==> config.mk <==
export PLATFORM = sky130hd
export DESIGN_NAME = rf_write_arbiter
export DESIGN_NICKNAME = d
export VERILOG_FILES = /design/src/rtl/rf_write_arbiter.sv
export SDC_FILE = /design/constraint.sdc
export NUM_CORES = 1
export LEC_CHECK = 0
export CAP_MARGIN = 20
export CORE_MARGIN = 2
export CORE_UTILIZATION = 53
export CTS_CLUSTER_DIAMETER = 60
export DETAILED_ROUTE_END_ITERATION = 6
export PLACE_DENSITY = 0.9
export SLEW_MARGIN = 20
export SYNTH_ARGS = -nofsm -noshare
export SYNTH_HDL_FRONTEND = slang
export SYNTH_SLANG_ARGS = --single-unit
==> constraint.sdc <==
create_clock -name clk -period 4.45 [get_ports clk]
set_clock_uncertainty 0.2 [all_clocks]
set_input_delay 0.89 -clock clk [delete_from_list [all_inputs] [get_ports clk]]
set_output_delay 0.89 -clock clk [all_outputs]
set_load 0.03 [all_outputs]
==> src/rtl/rf_write_arbiter.sv <==
// ---------------------------------------------------------------------------
// rf_write_arbiter
//
// Write-side initiator for the integer register file. Two producers share the
// single registered write port rf_wen/rf_wsel/rf_wdat:
//   * the in-order pipeline writeback stream (wb_*), which has no buffering
//     and is held upstream via wb_stall, and
//   * the long-latency (mul/div) result stream (ll_*), which is buffered in a
//     small FIFO so that a result is never lost while the pipeline writes.
//
// The pipeline normally wins. A starvation counter makes sure a buffered
// long-latency result is written after at most STARVE_MAX consecutive
// pipeline wins: at that point wb_stall is raised and the FIFO head is written.
//
// A destination scoreboard (one busy bit per architectural register) records
// long-latency ops that have issued but not yet written back. Decode queries
// it through q_sel1/q_sel2 to detect RAW hazards.
//
// Handshake: the long-latency stream uses valid/ready. A result transfers on
// a rising clk edge where ll_valid && ll_ready are both 1. ll_ready is driven
// from registered state only (FIFO not full), never from ll_valid. The
// producer holds ll_valid/ll_sel/ll_dat stable until the transfer happens.
// The pipeline side is valid/stall: wb_valid with wb_stall=0 on an edge means
// the writeback is consumed; with wb_stall=1 the pipeline holds it.
//
// Ports:
//   clk, nrst            clock (rising edge), asynchronous active-low reset
//   wb_valid/sel/dat     pipeline writeback request
//   wb_stall             pipeline must hold its writeback this cycle
//   ll_valid/sel/dat     long-latency result; ll_ready = FIFO can accept
//   rsv_valid/sel        long-latency op issued, reserve its destination
//   q_sel1/2, q_busy1/2  decode hazard query against outstanding reservations
//   sb_err               sticky: reservation of an already-busy register
//   rf_wen/wsel/wdat     registered register-file write port
//
// Optional build macro RF_WRITE_ARBITER_PERF_EN adds two 32-bit counters:
//   perf_stall_cnt       cycles with wb_stall=1
//   perf_ll_wr_cnt       FIFO (long-latency) writes granted
// ---------------------------------------------------------------------------
module rf_write_arbiter #(
    parameter int XLEN          = 32,
    parameter int REG_ADDR_W    = 5,
    parameter int LL_FIFO_DEPTH = 2,
    parameter int STARVE_MAX    = 4
) (
    input  logic                  clk,
    input  logic                  nrst,
    // pipeline writeback
    input  logic                  wb_valid,
    input  logic [REG_ADDR_W-1:0] wb_sel,
    input  logic [XLEN-1:0]       wb_dat,
    output logic                  wb_stall,
    // long-latency results
    input  logic                  ll_valid,
    output logic                  ll_ready,
    input  logic [REG_ADDR_W-1:0] ll_sel,
    input  logic [XLEN-1:0]       ll_dat,
    // reservation and hazard query
    input  logic                  rsv_valid,
    input  logic [REG_ADDR_W-1:0] rsv_sel,
    input  logic [REG_ADDR_W-1:0] q_sel1,
    input  logic [REG_ADDR_W-1:0] q_sel2,
    output logic                  q_busy1,
    output logic                  q_busy2,
    output logic                  sb_err,
    // register file write port
    output logic                  rf_wen,
    output logic [REG_ADDR_W-1:0] rf_wsel,
    output logic [XLEN-1:0]       rf_wdat
`ifdef RF_WRITE_ARBITER_PERF_EN
    ,
    output logic [31:0]           perf_stall_cnt,
    output logic [31:0]           perf_ll_wr_cnt
`endif
);

    localparam int NUM_REGS = 1 << REG_ADDR_W;
    localparam int PTR_W    = $clog2(LL_FIFO_DEPTH);
    localparam int STARVE_W = $clog2(STARVE_MAX + 1);

    localparam logic [STARVE_W-1:0] STARVE_LIMIT = STARVE_W'(STARVE_MAX);

    // -----------------------------------------------------------------------
    // Long-latency FIFO
    // Pointers carry one extra wrap bit so full and empty are distinguishable
    // without a separate occupancy counter.
    // -----------------------------------------------------------------------
    logic [REG_ADDR_W-1:0] fifo_sel [LL_FIFO_DEPTH];
    logic [XLEN-1:0]       fifo_dat [LL_FIFO_DEPTH];
    logic [PTR_W:0]        wr_ptr;
    logic [PTR_W:0]        rd_ptr;
    logic                  fifo_empty;
    logic                  fifo_full;
    logic [REG_ADDR_W-1:0] head_sel;
    logic [XLEN-1:0]       head_dat;
    logic                  push;
    logic                  pop;

    assign fifo_empty = (wr_ptr == rd_ptr);
    assign fifo_full  = (wr_ptr[PTR_W] != rd_ptr[PTR_W]) &&
                        (wr_ptr[PTR_W-1:0] == rd_ptr[PTR_W-1:0]);
    assign head_sel   = fifo_sel[rd_ptr[PTR_W-1:0]];
    assign head_dat   = fifo_dat[rd_ptr[PTR_W-1:0]];

    assign ll_ready = !fifo_full;

    // A result for x0 completes the handshake but is never buffered.
    assign push = ll_valid && ll_ready && (ll_sel != '0);

    // -----------------------------------------------------------------------
    // Arbitration
    // -----------------------------------------------------------------------
    logic [STARVE_W-1:0] starve_cnt;
    logic [STARVE_W-1:0] starve_nxt;
    logic                wb_grant;
    logic                ll_grant;
    logic                wb_has_write;

    // Moore: depends only on registered starvation count and FIFO occupancy.
    assign wb_stall = (starve_cnt == STARVE_LIMIT) && !fifo_empty;

    // wb_valid with wb_sel==0 is consumed silently; it does not win the port,
    // so the FIFO head may use that cycle.
    assign wb_has_write = wb_valid && (wb_sel != '0);

    assign wb_grant = !wb_stall && wb_has_write;
    assign ll_grant = !fifo_empty && (wb_stall || !wb_has_write);
    assign pop      = ll_grant;

    // Counts consecutive pipeline wins while a long-latency result waits.
    // Any FIFO write, or an empty FIFO, restarts the count.
    always_comb begin
        starve_nxt = starve_cnt;
        if (fifo_empty || ll_grant) begin
            starve_nxt = '0;
        end else if (wb_grant && (starve_cnt != STARVE_LIMIT)) begin
            starve_nxt = starve_cnt + 1'b1;
        end
    end

    // -----------------------------------------------------------------------
    // Destination scoreboard
    // -----------------------------------------------------------------------
    logic [NUM_REGS-1:0] busy;
    logic [NUM_REGS-1:0] busy_nxt;
    logic                rsv_set;

    assign rsv_set = rsv_valid && (rsv_sel != '0);

    // Clear first, then set, so a reservation landing on the same edge as the
    // previous writer's FIFO write keeps the register busy.
    always_comb begin
        busy_nxt = busy;
        if (ll_grant) begin
            busy_nxt[head_sel] = 1'b0;
        end
        if (rsv_set) begin
            busy_nxt[rsv_sel] = 1'b1;
        end
        busy_nxt[0] = 1'b0;
    end

    // busy[0] is never set, so an x0 query always returns 0.
    assign q_busy1 = busy[q_sel1];
    assign q_busy2 = busy[q_sel2];

    // -----------------------------------------------------------------------
    // Sequential state
    // -----------------------------------------------------------------------
    always_ff @(posedge clk or negedge nrst) begin
        if (!nrst) begin
            wr_ptr     <= '0;
            rd_ptr     <= '0;
            starve_cnt <= '0;
            busy       <= '0;
            sb_err     <= 1'b0;
        end else begin
            if (push) begin
                wr_ptr <= wr_ptr + 1'b1;
            end
            if (pop) begin
                rd_ptr <= rd_ptr + 1'b1;
            end
            starve_cnt <= starve_nxt;
            busy       <= busy_nxt;
            if (rsv_set && busy[rsv_sel]) begin
                sb_err <= 1'b1;
            end
        end
    end

    // FIFO payload needs no reset: entries are only read when the pointers
    // say they hold valid data.
    always_ff @(posedge clk) begin
        if (push) begin
            fifo_sel[wr_ptr[PTR_W-1:0]] <= ll_sel;
            fifo_dat[wr_ptr[PTR_W-1:0]] <= ll_dat;
        end
    end

    // Registered write port: a grant on edge k drives the write for the
    // cycle between edge k and k+1; sel/dat hold when nothing is granted.
    always_ff @(posedge clk or negedge nrst) begin
        if (!nrst) begin
            rf_wen  <= 1'b0;
            rf_wsel <= '0;
            rf_wdat <= '0;
        end else begin
            rf_wen <= wb_grant || ll_grant;
            if (ll_grant) begin
                rf_wsel <= head_sel;
                rf_wdat <= head_dat;
            end else if (wb_grant) begin
                rf_wsel <= wb_sel;
                rf_wdat <= wb_dat;
            end
        end
    end

`ifdef RF_WRITE_ARBITER_PERF_EN
    // Free-running event counters, wrapping modulo 2^32.
    always_ff @(posedge clk or negedge nrst) begin
        if (!nrst) begin
            perf_stall_cnt <= '0;
            perf_ll_wr_cnt <= '0;
        end else begin
            if (wb_stall) begin
                perf_stall_cnt <= perf_stall_cnt + 32'd1;
            end
            if (ll_grant) begin
                perf_ll_wr_cnt <= perf_ll_wr_cnt + 32'd1;
            end
        end
    end
`endif

endmodule

==> flow_metrics.py, run 1 <==
metrics = {
    "die": {
        "die_y_um": 122,
        "die_w_um": 122,
        "core_um2": 13800,
        "rows": 43,
        "initial_core_util": 0.537,
        "dieArea_um2": 14900,
        "io_pins": 137,
    },
    "clocking": {
        "clock-sinks": 151,
        "path_clk_slew_ps": 60,
        "htree_num_levels": 4,
        "numCtsBuffers": 17,
        "root_buffer": "clkbuf_16",
        "clkLatencyLatePin_ps": 430,
        "cts_tree": "yes",
        "clock_path_buffers": 2,
        "postCtsSetupRepairBufs": 0,
    },
    "timing": {
        "fin_tns_setup_ps": 0,
        "max_clock_freq_ghz": 0.236,
        "fin_crit_ps": 4240,
        "setup_viol": 0,
        "drv_slew": 0,
        "tightest_slew_ps": 860,
        "rsz0062_at_grt": "no",
        "hold_viol_final": 0,
        "timing.final.ws_setup_ps": 214,
        "maxSlewHeadroom": 0.425,
        "holdWs_ps": 273,
        "period_share": 0.952,
    },
    "grt": {
        "globalRouteOverflowTotal": 0,
        "grt_pass1_wl_um": 32300,
        "first_global_vias": 6011,
        "grt_usage": 0.289,
        "antenna_found_initial": 0,
        "grt_max_degree": 78,
    },
    "power": {
        "finalPower_w": 0.00679,
        "powerDensity_nw_per_um2": 708,
        "vdd_drop_max_uv": 547,
        "power.leakage_nw": 3.64,
    },
    "drt": {
        "drt_wl_total_um": 20900,
        "vias": 5726,
        "avgViaCountPerCell": 6.44,
        "drt_iter0_drc": 594,
        "wl_per_cell_um": 23.5,
        "drc": 0,
        "detail-route-antenna-nets": 0,
        "drtPass1Iterations": 5,
    },
    "logic_synthesis": {
        "syn_inst": 561,
        "ys_types": 50,
        "syn_nets": 657,
        "yosys.area.top_type": "edfxtp_1",
        "ys_ff_latch": 151,
        "synth_area_um2": 7400,
        "synthFlopType": "dfrtp_1",
        "synth_top_area_frac": 0.300,
        "synth_warnings": 0,
        "synthArstFlopShare": 0.510,
        "synth_edf_count": 74,
        "seq_area_frac_synth": 0.561,
        "yosys-top-cells-area": "edfxtp_1, dfrtp_1, mux2_2, mux4_2, mux2i_1",
        "syn-mean-instance-area_um2": 13.2,
    },
    "critical_path": {
        "cpPeakStageDelay_ps": 620,
        "crit_chain": "clkdlybuf4s50_1 -> mux4_2 -> mux4_2 -> mux2_2 -> dlygate4sd2_1",
        "crit_fanout": 4,
        "required_ps": 3360,
        "r2r_setup_slack_ps": 1410,
        "r2r_cells": 6,
        "crit_slowest_cell": "clkdlybuf4s50_1",
        "r2r-start": "wr_ptr[1]",
        "arrival_ps": 3150,
        "timing.rr.end": "rf_wdat[2]",
        "worst_setup_path_start_kind": "primary input",
        "endpoint_kind": "primary output",
        "cp_common_cell": "mux4_2",
        "critPathKind": "in2out",
    },
    "finish": {
        "fin_nets": 792,
        "antenna_cells": 0,
        "layout.cells.non_filler": 889,
        "area_growth_pct": 29.7,
        "drive_gt1_frac": 0.183,
    },
    "run": {
        "drv_cap": 0,
    },
    "placement": {
        "port_buffers": 136,
        "dp_hpwl_um": 13500,
        "placed_cells": 856,
        "place_ws_ps": -21.3,
        "gp_congestion": 1.00,
    },
    "hold_path": {
        "hold_class": "in2async",
    },
    "outcome": {
        "status": "finished, final reports clean",
    },
}
## flip-flops by register name (all words and copies together) (netlist names)
name,flops
starve_cnt,3
rf_wsel,5
rd_ptr,2
fifo_sel,10
busy,31
sb_err,1
rf_wdat,32
rf_wen,1
fifo_dat,64
wr_ptr,2
## cell families after synthesis
family	synth area share
XOR/XNOR	0.0127
AND/OR/NAND/NOR	0.0825
flip-flops	0.561
multiplexers	0.196
buffers and inverters	0.0340
AO/OA/AOI/OAI	0.110
adder cells (fa/ha/maj)	0.00338
## metal layers
layer | share of wire | up-vias | GRT usage
met4 | 0.040 | 0 | 0.144
met1 | 0.37 | 2827 | 0.352
met5 | 0 | - | 0
met2 | 0.50 | 373 | 0.468
met3 | 0.092 | 65 | 0.0885
li1 | - | 2461 | -
## cells in the final DEF (no fill, tap or decap), types with 5 or more instances in the layout
cell / n
a21oi_1: 6
a22oi_1: 7
buf_4: 18
clkbuf_16: 17
clkdlybuf4s50_1: 133
dfrtp_1: 76
edfxtp_1: 74
inv_1: 12
inv_6: 8
mux2_2: 43
mux2i_1: 44
mux4_2: 21
nand2_1: 35
nand3_1: 42
nand3b_1: 5
nor2_1: 7
nor3_1: 7
nor3b_1: 5
o211ai_1: 26
o21ai_0: 40
o41ai_1: 24
## where the power goes
part | leakage, nW | internal, W | total [W] | switching, W
clock network | 0.292 | 0.000850 | 0.00149 | 0.000635
registers | 1.50 | 0.00195 | 0.00222 | 0.000271
logic | 1.85 | 0.00118 | 0.00308 | 0.00191
## synth_stat cells (6+ instances only)
library cell and number:
dfrtp_1 77, edfxtp_1 74, mux2i_1 45, mux2_2 43
nand3_1 42, o21ai_0 40, nand2_1 35, o211ai_1 26
o41ai_1 24, mux4_2 21, clkbuf_1 19, inv_1 12
buf_2 11, nor2_1 9, a22oi_1 7, nor3_1 7
a21oi_1 6
## stage by stage
step | utilization | instance area [um^2]
4_1_cts | 0.694 | 9560
6_report | 0.696 | 9590
5_1_grt | 0.696 | 9590
2_1_floorplan | - | 7400
3_3_place_gp | 0.650 | 8950
3_5_place_dp | 0.650 | 8950
## worst max-delay path, delay by kind of cell
kind,cells,cell delay [ps]
buffers and inverters,2,970
muxes,3,1280
## cell type report
| type | instances | area [um^2] |
|---|---|---|
| Tap cell | 180 | 225 |
| Sequential cell | 151 | 4150 |
| Inverter | 12 | 45.0 |
| Clock buffer | 17 | 425 |
| Clock inverter | 15 | 179 |
| Fill cell | 910 | 4180 |
| Multi-Input combinational cell | 359 | 3040 |
| Timing Repair Buffer | 155 | 1520 |
## timing repair
item | CTS | global route
hold buffers | 0 | 0
gates resized for setup | 2 | 0
endpoints found under the setup margin | 2 | 0
## how the worst max path moves through the flow
stage                         start      end  cells past startpoint
after global routing      q_sel2[1]  q_busy2                      5
after global placement    q_sel2[0]  q_busy2                      6
final                     q_sel2[1]  q_busy2                      5
after floorplan           q_sel1[0]  q_busy1                      4
after CTS                 q_sel2[1]  q_busy2                      5
after detailed placement  q_sel2[1]  q_busy2                      5
Power figures use the tool's default switching activity.
==> inputs of run 2 (changes only) <==
CTS_BUF_LIST = sky130_fd_sc_hd__clkbuf_4 sky130_fd_sc_hd__clkbuf_8 sky130_fd_sc_hd__clkbuf_16   (was not set)
==> results of run 2 <==
No change in the layout: final DEF, timing and power equal those of run 1.
==> inputs of run 3 (changes only) <==
ABC_AREA = 1   (was not set)
CORE_ASPECT_RATIO = 1.5   (was not set)
==> run 3 against run 2 <==
Sequential power up 12%. Clock-buffer cell count stayed put. Synthesized area rose by 0.49%. Register-to-register slack better by 390 ps. Cell area shrank 0.38%. Flip-flop and latch count stayed put. Hold slack lost 130 ps. Die area grew 0.60%. Clock power about the same. Critical path type unchanged.
==> flow_metrics.py, run 3 <==
metrics = {
    "logic_synthesis": {
        "synth_area_um2": 7430,
        "syn_nets": 1009,
        "synthArstFlopShare": 0.510,
        "ys_types": 22,
        "synth_top_area_frac": 0.299,
        "yosys.area.top_type": "edfxtp_1",
        "synth_warnings": 0,
        "ys_ff_latch": 151,
        "synthTopCellsByCount": "nand2_1, nand3_1, dfrtp_1",
        "synthFlopType": "dfrtp_1",
        "synth_edf_count": 74,
        "synth.most_common_cell": "nand2_1",
        "syn_inst": 913,
        "syn-mean-instance-area_um2": 8.14,
        "yosys-top-cells-area": "edfxtp_1, dfrtp_1, nand2_1, nand3_1, nor2_1",
        "seq_area_frac_synth": 0.558,
    },
    "power": {
        "vdd_drop_max_uv": 612,
        "power.leakage_nw": 4.30,
        "finalPower_w": 0.00677,
        "powerDensity_nw_per_um2": 709,
    },
    "drt": {
        "avgViaCountPerCell": 5.73,
        "detail-route-antenna-nets": 0,
        "drt_wl_total_um": 21600,
        "drtPass1Iterations": 5,
        "drc": 0,
        "vias": 6979,
        "wl_per_cell_um": 17.7,
        "drt_iter0_drc": 666,
    },
    "die": {
        "die_y_um": 149,
        "dieArea_um2": 15000,
        "rows": 53,
        "initial_core_util": 0.536,
        "core_um2": 13900,
        "io_pins": 137,
        "die_w_um": 101,
    },
    "timing": {
        "fin_tns_setup_ps": 0,
        "max_clock_freq_ghz": 0.241,
        "tightest_slew_ps": 851,
        "holdWs_ps": 139,
        "maxSlewHeadroom": 0.428,
        "fin_crit_ps": 4150,
        "setup_viol": 0,
        "hold_viol_final": 0,
        "rsz0062_at_grt": "no",
        "drv_slew": 0,
        "period_share": 0.933,
    },
    "finish": {
        "drive_gt1_frac": 0.0541,
        "antenna_cells": 0,
        "area_growth_pct": 28.5,
        "layout.cells.non_filler": 1219,
        "fin_nets": 1137,
        "mostFrequentLayoutCells": "nand2_1, nand3_1, clkdlybuf4s50_1",
        "largest_register_ff_count": 64,
        "final_common_cell": "nand2_1",
    },
    "clocking": {
        "clock-sinks": 151,
        "cts_hold_repair.buffers": 0,
        "path_clk_slew_ps": 70,
        "cts_tree": "yes",
        "clkLatencyLatePin_ps": 430,
        "root_buffer": "clkbuf_16",
        "postCtsSetupRepairBufs": 0,
        "clock_path_buffers": 2,
        "htree_num_levels": 4,
        "numCtsBuffers": 17,
        "cts_resized": 0,
    },
    "placement": {
        "dp_hpwl_um": 14000,
        "placed_cells": 1186,
        "gp_congestion": 0.995,
        "port_buffers": 136,
    },
    "critical_path": {
        "cp_common_cell": "nand2_1",
        "cp_top_family": "buffers and inverters",
        "crit_buf_inv": 3,
        "arrival_ps": 3060,
        "crit_chain": "clkdlybuf4s50_1 -> clkinv_1 -> nand2_1 -> o211ai_1 -> nand3_1 -> nand3_1 -> nand2_1 -> nand2_1 -> nand2_1 -> clkdlybuf4s50_1",
        "critPathKind": "in2out",
        "worst-path-stages": 10,
        "crit_fanout": 18,
        "required_ps": 3360,
        "endpoint_kind": "primary output",
        "crit_slowest_cell": "clkdlybuf4s50_1",
        "cpPeakStageDelay_ps": 660,
        "worst_setup_path_start_kind": "primary input",
        "r2r_cells": 11,
    },
    "grt": {
        "antenna_found_initial": 0,
        "first_global_vias": 6699,
        "grt_usage": 0.296,
        "globalRouteOverflowTotal": 0,
        "grt_pass1_wl_um": 34100,
        "grt_max_degree": 78,
    },
    "run": {
        "drv_cap": 0,
    },
    "outcome": {
        "status": "finished, final reports clean",
    },
    "hold_path": {
        "hold_class": "in2async",
    },
}
==> run 3: cell count changes after synthesis, moves of 24 or more <==
cell and change:
mux2_2 -43, mux2i_1 -42, nand2_1 +372, nand3_1 +150
nor2_1 +33, o21ai_0 -36, o41ai_1 -24
==> run 3: where the power goes <==
| part | internal [W] | switching, W |
|---|---|---|
| logic | 0.000921 | 0.00189 |
| clock network | 0.000853 | 0.000628 |
| registers | 0.00205 | 0.000432 |
==> run 3: area by class of cell <==
cell class | instances | area [um^2]
Timing Repair Buffer | 151 | 1490
Clock buffer | 17 | 425
Sequential cell | 151 | 4150
Tap cell | 165 | 206
Multi-Input combinational cell | 679 | 2940
Fill cell | 983 | 4300
Inverter | 41 | 154
Clock inverter | 15 | 186
==> run 3: logic make-up (layout without fill, tap and decap cells) <==
logic type | Yosys count | in the layout | share of synthesized area
buffers and inverters | 83 | 224 | 0.0490
multiplexers | 3 | 3 | 0.00404
AND/OR/NAND/NOR | 656 | 656 | 0.368
flip-flops | 151 | 151 | 0.558
AO/OA/AOI/OAI | 11 | 11 | 0.00943
adder cells (fa/ha/maj) | 2 | 2 | 0.00337
XOR/XNOR | 7 | 7 | 0.00825
==> run 3: final timing paths <==
kind                           start        end  slack, ps
setup / recovery           q_sel2[0]    q_busy2        300
hold / removal                  nrst     sb_err        140
setup reg to reg           rd_ptr[0]    busy[6]       1800
hold reg to reg               sb_err     sb_err        270
max in group asynchronous       nrst  wr_ptr[0]       3310
min in group clk              sb_err     sb_err        270
==> run 3: routing by layer <==
layer	global-route usage	vias up	wire length [um]
met5	0	-	0
met4	0.152	0	1120
met3	0.0731	92	1660
met2	0.508	378	11100
met1	0.339	3263	7710
li1	-	3246	-
==> run 3: stage by stage <==
step | util | cell area (um^2) | worst slack (ps)
2_1_floorplan | - | 7430 | 1080
3_3_place_gp | 0.643 | 8920 | 351
3_5_place_dp | 0.643 | 8920 | 307
4_1_cts | 0.687 | 9530 | 299
5_1_grt | 0.689 | 9560 | 78.1
6_report | 0.689 | 9560 | 296
